**config.mk**
```make
export PLATFORM = sky130hd
export DESIGN_NAME = gmii_tx_framer
export DESIGN_NICKNAME = d
export VERILOG_FILES = /design/src/rtl/gmii_tx_framer.sv
export SDC_FILE = /design/constraint.sdc
export NUM_CORES = 1
export LEC_CHECK = 0
export ABC_CLOCK_PERIOD_IN_PS = 2840
export BUFFER_PORTS_ARGS = -buffer_cell sky130_fd_sc_hd__buf_2
export CAP_MARGIN = 20
export CORE_MARGIN = 10
export CORE_UTILIZATION = 60
export CTS_CLUSTER_DIAMETER = 40
export CTS_CLUSTER_SIZE = 25
export DETAILED_ROUTE_END_ITERATION = 12
export PLACE_DENSITY = 0.78
export RECOVER_POWER = 100
export REMOVE_ABC_BUFFERS = 1
export SLEW_MARGIN = 20
export SYNTH_ARGS = -nofsm -noshare
export SYNTH_HDL_FRONTEND = slang
export SYNTH_SLANG_ARGS = --single-unit
```
**constraint.sdc**
```tcl
create_clock -name gmii_tx_clk -period 2.84 [get_ports gmii_tx_clk]
set_clock_uncertainty 0.05 [all_clocks]
set_input_delay 0.142 -clock gmii_tx_clk [delete_from_list [all_inputs] [get_ports gmii_tx_clk]]
set_output_delay 0.142 -clock gmii_tx_clk [all_outputs]
set_load 0.05 [all_outputs]
```
**src/rtl/gmii_tx_framer.sv**
```systemverilog
// GMII transmit framer: preamble/SFD, payload, optional zero pad, CRC-32 FCS, inter-frame gap.
// Define GMII_TX_PAD_EN to pad short frames to MIN_FRAME bytes before the FCS.
module gmii_tx_framer #(
    parameter int PREAMBLE_LEN = 7,
    parameter int IFG_BYTES    = 12,
`ifdef GMII_TX_PAD_EN
    parameter int MIN_FRAME    = 60,
`endif
    parameter int MAX_FRAME    = 1514
) (
    input  logic       gmii_tx_clk,
    input  logic       rst,
    input  logic [7:0] s_data,
    input  logic       s_valid,
    input  logic       s_last,
    output logic       s_ready,
    output logic       gmii_tx_en,
    output logic [7:0] gmii_tx_data,
    output logic       tx_busy,
    output logic       tx_done,
    output logic       err_underrun,
    output logic       err_oversize
);

    typedef enum logic [2:0] {IDLE, PRE, SFD, DATA, PAD, FCS, DISCARD, IFG} state_t;

    state_t      state_q, state_d;
    logic [31:0] crc_q, crc_d;
    logic [15:0] count_q, count_d;
    logic [15:0] timer_q, timer_d;
    logic        err_q, err_d;
    logic        last_q, last_d;
    logic        tx_en_q, tx_en_d;
    logic [7:0]  tx_data_q, tx_data_d;
    logic        done_q, done_d;
    logic        underrun_q, underrun_d;
    logic        oversize_q, oversize_d;

    logic        accept;
    logic        in_data;
    logic        at_max;
    logic        pad_needed;
    logic [15:0] count_inc;
    logic [31:0] fcs_word;

    function automatic logic [31:0] crc_byte(input logic [31:0] crc, input logic [7:0] d);
        logic [31:0] c;
        c = crc ^ {24'h0, d};
        for (int i = 0; i < 8; i++)
            c = c[0] ? ((c >> 1) ^ 32'hEDB88320) : (c >> 1);
        return c;
    endfunction

    assign in_data   = (state_q == SFD) || (state_q == DATA);
    assign accept    = s_valid && s_ready;
    assign count_inc = (count_q == 16'hFFFF) ? count_q : count_q + 16'd1;
    assign at_max    = (count_q == 16'(MAX_FRAME - 1));
    // An errored frame carries the raw register, i.e. the complement of the good FCS.
    assign fcs_word  = err_q ? crc_q : ~crc_q;
`ifdef GMII_TX_PAD_EN
    assign pad_needed = (count_inc < 16'(MIN_FRAME));
`else
    assign pad_needed = 1'b0;
`endif

    always_comb begin
        unique case (state_q)
            SFD, DATA, DISCARD: s_ready = 1'b1;
            FCS:                s_ready = err_q && !last_q;
            default:            s_ready = 1'b0;
        endcase
    end

    always_ff @(posedge gmii_tx_clk or posedge rst) begin
        if (rst) begin
            state_q    <= IDLE;
            crc_q      <= 32'hFFFFFFFF;
            count_q    <= '0;
            timer_q    <= '0;
            err_q      <= 1'b0;
            last_q     <= 1'b0;
            tx_en_q    <= 1'b0;
            tx_data_q  <= '0;
            done_q     <= 1'b0;
            underrun_q <= 1'b0;
            oversize_q <= 1'b0;
        end else begin
            state_q    <= state_d;
            crc_q      <= crc_d;
            count_q    <= count_d;
            timer_q    <= timer_d;
            err_q      <= err_d;
            last_q     <= last_d;
            tx_en_q    <= tx_en_d;
            tx_data_q  <= tx_data_d;
            done_q     <= done_d;
            underrun_q <= underrun_d;
            oversize_q <= oversize_d;
        end
    end

    always_comb begin
        state_d = state_q;
        unique case (state_q)
            IDLE:    if (s_valid) state_d = PRE;
            PRE:     if (timer_q == 16'(PREAMBLE_LEN - 1)) state_d = SFD;
            SFD, DATA: begin
                if (!s_valid)    state_d = FCS;
                else if (s_last) state_d = pad_needed ? PAD : FCS;
                else if (at_max) state_d = FCS;
                else             state_d = DATA;
            end
`ifdef GMII_TX_PAD_EN
            PAD:     if (count_q == 16'(MIN_FRAME - 1)) state_d = FCS;
`endif
            FCS: begin
                if (timer_q == 16'd3)
                    state_d = (err_q && !last_q && !(accept && s_last)) ? DISCARD : IFG;
            end
            DISCARD: if (accept && s_last) state_d = IFG;
            IFG:     if (timer_q == 16'(IFG_BYTES - 1)) state_d = IDLE;
            default: state_d = IDLE;
        endcase
    end

    // Frame datapath: CRC, byte count, error flags and the shared per-state timer.
    always_comb begin
        crc_d   = crc_q;
        count_d = count_q;
        err_d   = err_q;
        last_d  = last_q;
        timer_d = (state_d != state_q) ? 16'd0 : timer_q + 16'd1;
        unique case (state_q)
            IDLE: begin
                crc_d   = 32'hFFFFFFFF;
                count_d = '0;
                err_d   = 1'b0;
                last_d  = 1'b0;
            end
            SFD, DATA: begin
                if (s_valid) begin
                    crc_d   = crc_byte(crc_q, s_data);
                    count_d = count_inc;
                    if (!s_last && at_max) err_d = 1'b1;
                end else begin
                    err_d   = 1'b1;
                    timer_d = 16'd1;
                end
            end
            PAD: begin
                crc_d   = crc_byte(crc_q, 8'h00);
                count_d = count_inc;
            end
            FCS:     if (accept && s_last) last_d = 1'b1;
            default: ;
        endcase
    end

    // Registered GMII outputs are computed one cycle ahead of when they appear.
    always_comb begin
        tx_en_d    = 1'b0;
        tx_data_d  = 8'h00;
        done_d     = 1'b0;
        underrun_d = 1'b0;
        oversize_d = 1'b0;
        unique case (state_q)
            IDLE: begin
                tx_en_d   = s_valid;
                tx_data_d = s_valid ? 8'h55 : 8'h00;
            end
            PRE: begin
                tx_en_d   = 1'b1;
                tx_data_d = (timer_q == 16'(PREAMBLE_LEN - 1)) ? 8'hD5 : 8'h55;
            end
            SFD, DATA: begin
                tx_en_d = 1'b1;
                if (s_valid) begin
                    tx_data_d  = s_data;
                    oversize_d = !s_last && at_max;
                end else begin
                    tx_data_d  = crc_q[7:0];
                    underrun_d = 1'b1;
                end
            end
            PAD:     tx_en_d = 1'b1;
            FCS: begin
                tx_en_d   = 1'b1;
                tx_data_d = fcs_word[8*timer_q[1:0] +: 8];
            end
            IFG:     done_d = (timer_q == 16'd0);
            default: ;
        endcase
    end

    assign gmii_tx_en   = tx_en_q;
    assign gmii_tx_data = tx_data_q;
    assign tx_busy      = (state_q != IDLE);
    assign tx_done      = done_q;
    assign err_underrun = underrun_q;
    assign err_oversize = oversize_q;

endmodule
```
==> impl_results.md <==
- N_diodes: 0
- Setup CP Type: register to register
- Sinks on Clock Net: 81
- Gpl congestion: 0.9640
- Mapped cell area: 6063 µm²
- Worst Min Path Start: s_valid
- Hold Vio Cnt, Final: 0
- Syn. warnings: 0
- CP required: 3080 ps
- Final worst path period share: 87.61%
- # DRC: 0
- Die W: 120.5 µm
- Outcome: finished, violations left
- Number of synthesized flops with an enable pin: 0
- Tmin final: 2488 ps
- Clk_lat worst skew: 370 ps
- Hold Crit Class: input pin to register
- Relative slew slack: -39.12%
- Async set or reset register ratio after synthesis: 100.0%
- Initial antenna violation count: 0
- Failing checks: max-capacitance violations, max-slew violations
- Worst r2r src: crc_q[5]$_DFFE_PP1P_
- Drt initial violations: 509
- Final Setup Violations: 0
- Ratio of cells with drive above 1 in the final layout: 16.13%
- DR pass1 iterations: 5
- WL final: 16.11 mm
- CTS-repair resized insts: 0
- First-pass GRT wire length: 25.96 mm
- Initial Utilization: 61.75%
- HPWL Detailed: 10.97 mm
- CTS Root Cell: clkbuf_8
- # rows: 36
- H-tree depth: 3
- Port Buffers: 25
- VDD IR max: 0.6504 mV
- WP data arrival: 2730 ps
- Via/cell ratio: 6.372
- Worst-Margin Slew: 2075 ps
- Power Dens Cells: 1308 nW/µm²
- Max frequency: 401.9 MHz
- TritonCTS buffer count: 9
- Seq cells post-synth: 81
- Yosys cell types: 74
- Max clock buf depth: 2
- Total grt overflow: 0
- Register area share after synthesis: 34.09%
- Clock-pin slew on the worst setup and hold paths: 90 ps
- Number of global-route vias before repair: 4961
- Die area: 14530 µm²
- Area Growth Syn to Fin: 5.407%
- Syn Area/Cell: 9.444 µm²
- Die Ht: 120.5 µm
- Critical Path Start: crc_q[5]$_DFFE_PP1P_
- Largest net degree at the start of global routing: 45
- Setup TNS: 0 ps
- Critical path capture point type: register
- CTS tree: done
- Post-CTS setup repair buffer count: 0
- Core area: 9819 µm²
- GRT Util Overall: 22.28%
- Crit start category: register
- WL/cell: 20.55 µm
- Pwr Total: 8.358 mW
- IO Count: 26
- Max Cap Viol: 1
- LEAKAGE: 2.518 nW
- Synth Flop Type: dfrtp_1
- Gate Count Post-Synth: 642
- Via Count: 4996
- RSZ-0062 raised after global routing: no
- Max-slew violation total from the final report: 45
- Crit Path Max Fanout: 11
- Antenna Violating Nets Remaining: 0
- Hold buffers post-CTS: 2
- # nets final: 663
placed cells by master, fill, tap and decap left out, types with 8 or more instances in the layout:
cell type	netlist	routed
nand3_1	12	12
nand4_1	12	12
mux4_2	8	8
mux2i_1	11	11
clkbuf_8	0	11
buf_4	6	11
dfstp_2	32	31
o22ai_1	12	12
clkbuf_1	22	15
or3_1	8	8
xor2_1	52	52
and3_1	12	12
buf_2	17	10
xnor2_1	68	69
inv_1	11	10
a31oi_1	11	11
a21oi_1	32	32
nand2_1	46	46
dfrtp_1	49	49
nor3_1	29	29
nor2_1	52	52
o21ai_0	20	22
kinds of logic after synthesis:
kind of cell | after synthesis | share of synthesized area (%)
AND/OR/NAND/NOR | 209 | 17.33
multiplexers | 19 | 4.787
AO/OA/AOI/OAI | 130 | 14.47
adder cells (fa/ha/maj) | 5 | 1.032
flip-flops | 81 | 34.09
buffers and inverters | 61 | 4.870
XOR/XNOR | 137 | 23.42
cell type report:
class	count	area [µm²]
multi-input combinational	500	3677
timing repair buffer	42	229.0
tap	133	166.4
sequential	81	2067
clock inverter	5	53.80
fill	814	3428
inverter	12	46.29
clock buffer	11	151.4
worst max-delay path, stage by stage (launching register included):
cell and delay [ps]:
dfstp_1 1000, xnor2_2 300, xnor2_4 270, xnor2_1 340, mux2i_1 140, o32a_1 300
registers in the layout (all words and copies together) (netlist names), 3 cells and up:
signal	flops
count_q	16
gmii_tx_data	8
timer_q	16
state_q	3
crc_q	32
synth_stat cells, types with 3 or more instances:
cell type | count | share of area [%]
dfrtp_1 | 49 | 20
xnor2_1 | 68 | 9.8
or3_1 | 8 | 0.83
nand2b_1 | 3 | 0.31
o211ai_1 | 4 | 0.50
xnor2_2 | 6 | 1.6
o21ai_0 | 20 | 1.7
nand2_1 | 46 | 2.8
nand4_1 | 12 | 1.2
and3_1 | 12 | 1.2
buf_4 | 6 | 0.74
a211oi_1 | 5 | 0.62
buf_6 | 3 | 0.56
inv_1 | 11 | 0.68
o22ai_1 | 12 | 1.2
xor2_1 | 52 | 7.5
o221ai_1 | 3 | 0.43
xnor2_4 | 7 | 3.2
mux2i_1 | 11 | 1.8
a21o_1 | 3 | 0.37
nor2_1 | 52 | 3.2
o21ai_1 | 4 | 0.33
o31ai_1 | 4 | 0.50
nor3_1 | 29 | 2.4
mux4_2 | 8 | 3.0
o32a_1 | 3 | 0.50
a31oi_1 | 11 | 1.1
ha_1 | 5 | 1.0
nor2b_1 | 4 | 0.41
and4_1 | 3 | 0.43
nand3_1 | 12 | 0.99
a21oi_1 | 32 | 2.6
nand3b_1 | 4 | 0.50
nor4_1 | 4 | 0.41
and2_1 | 7 | 0.72
a31o_2 | 3 | 0.43
dfstp_2 | 32 | 14
clkbuf_1 | 22 | 1.4
buf_2 | 17 | 1.4
worst paths after layout:
check / endpoint / slack, ps / depth (start not counted)
hold reg to reg: last_q$_DFFE_PP0P_ / 440 / 2
min in group asynchronous: timer_q[13]$_DFF_PP0_ / 790 / 3
setup / recovery: crc_q[24]$_DFFE_PP1P_ / 350 / 5
setup reg to reg: crc_q[24]$_DFFE_PP1P_ / 350 / 5
max in group asynchronous: count_q[2]$_DFFE_PP0P_ / 630 / 4
hold / removal: last_q$_DFFE_PP0P_ / 100 / 3
metrics by stage:
step	cell area (µm²)	util, %	worst slack [ps]	hold WS [ps]	instances
2_1_floorplan	5813	-	-601.2	158.4	593
3_3_place_gp	6230	63.44	531.0	262.7	766
3_5_place_dp	6230	63.44	509.4	268.4	766
4_1_cts	6455	65.74	475.4	88.23	784
5_1_grt	6391	65.09	179.4	106.8	784
6_report	6391	65.09	352.0	103.0	784
layer usage:
| layer | routed length [µm] | vias to the layer above | GRT usage (%) |
|---|---|---|---|
| met5 | 0 | - | 0 |
| met4 | 511 | 0 | 10.56 |
| met3 | 1364 | 44 | 3.443 |
| met2 | 7504 | 216 | 35.26 |
| met1 | 6734 | 2455 | 29.32 |
| li1 | - | 2281 | - |
power breakdown:
| part | internal [mW] | total, mW | switching, mW |
|---|---|---|---|
| Combinational | 2.22 | 5.19 | 2.97 |
| Clock | 0.452 | 0.900 | 0.448 |
| Sequential | 1.63 | 2.27 | 0.638 |
Power figures use the tool's default switching activity.
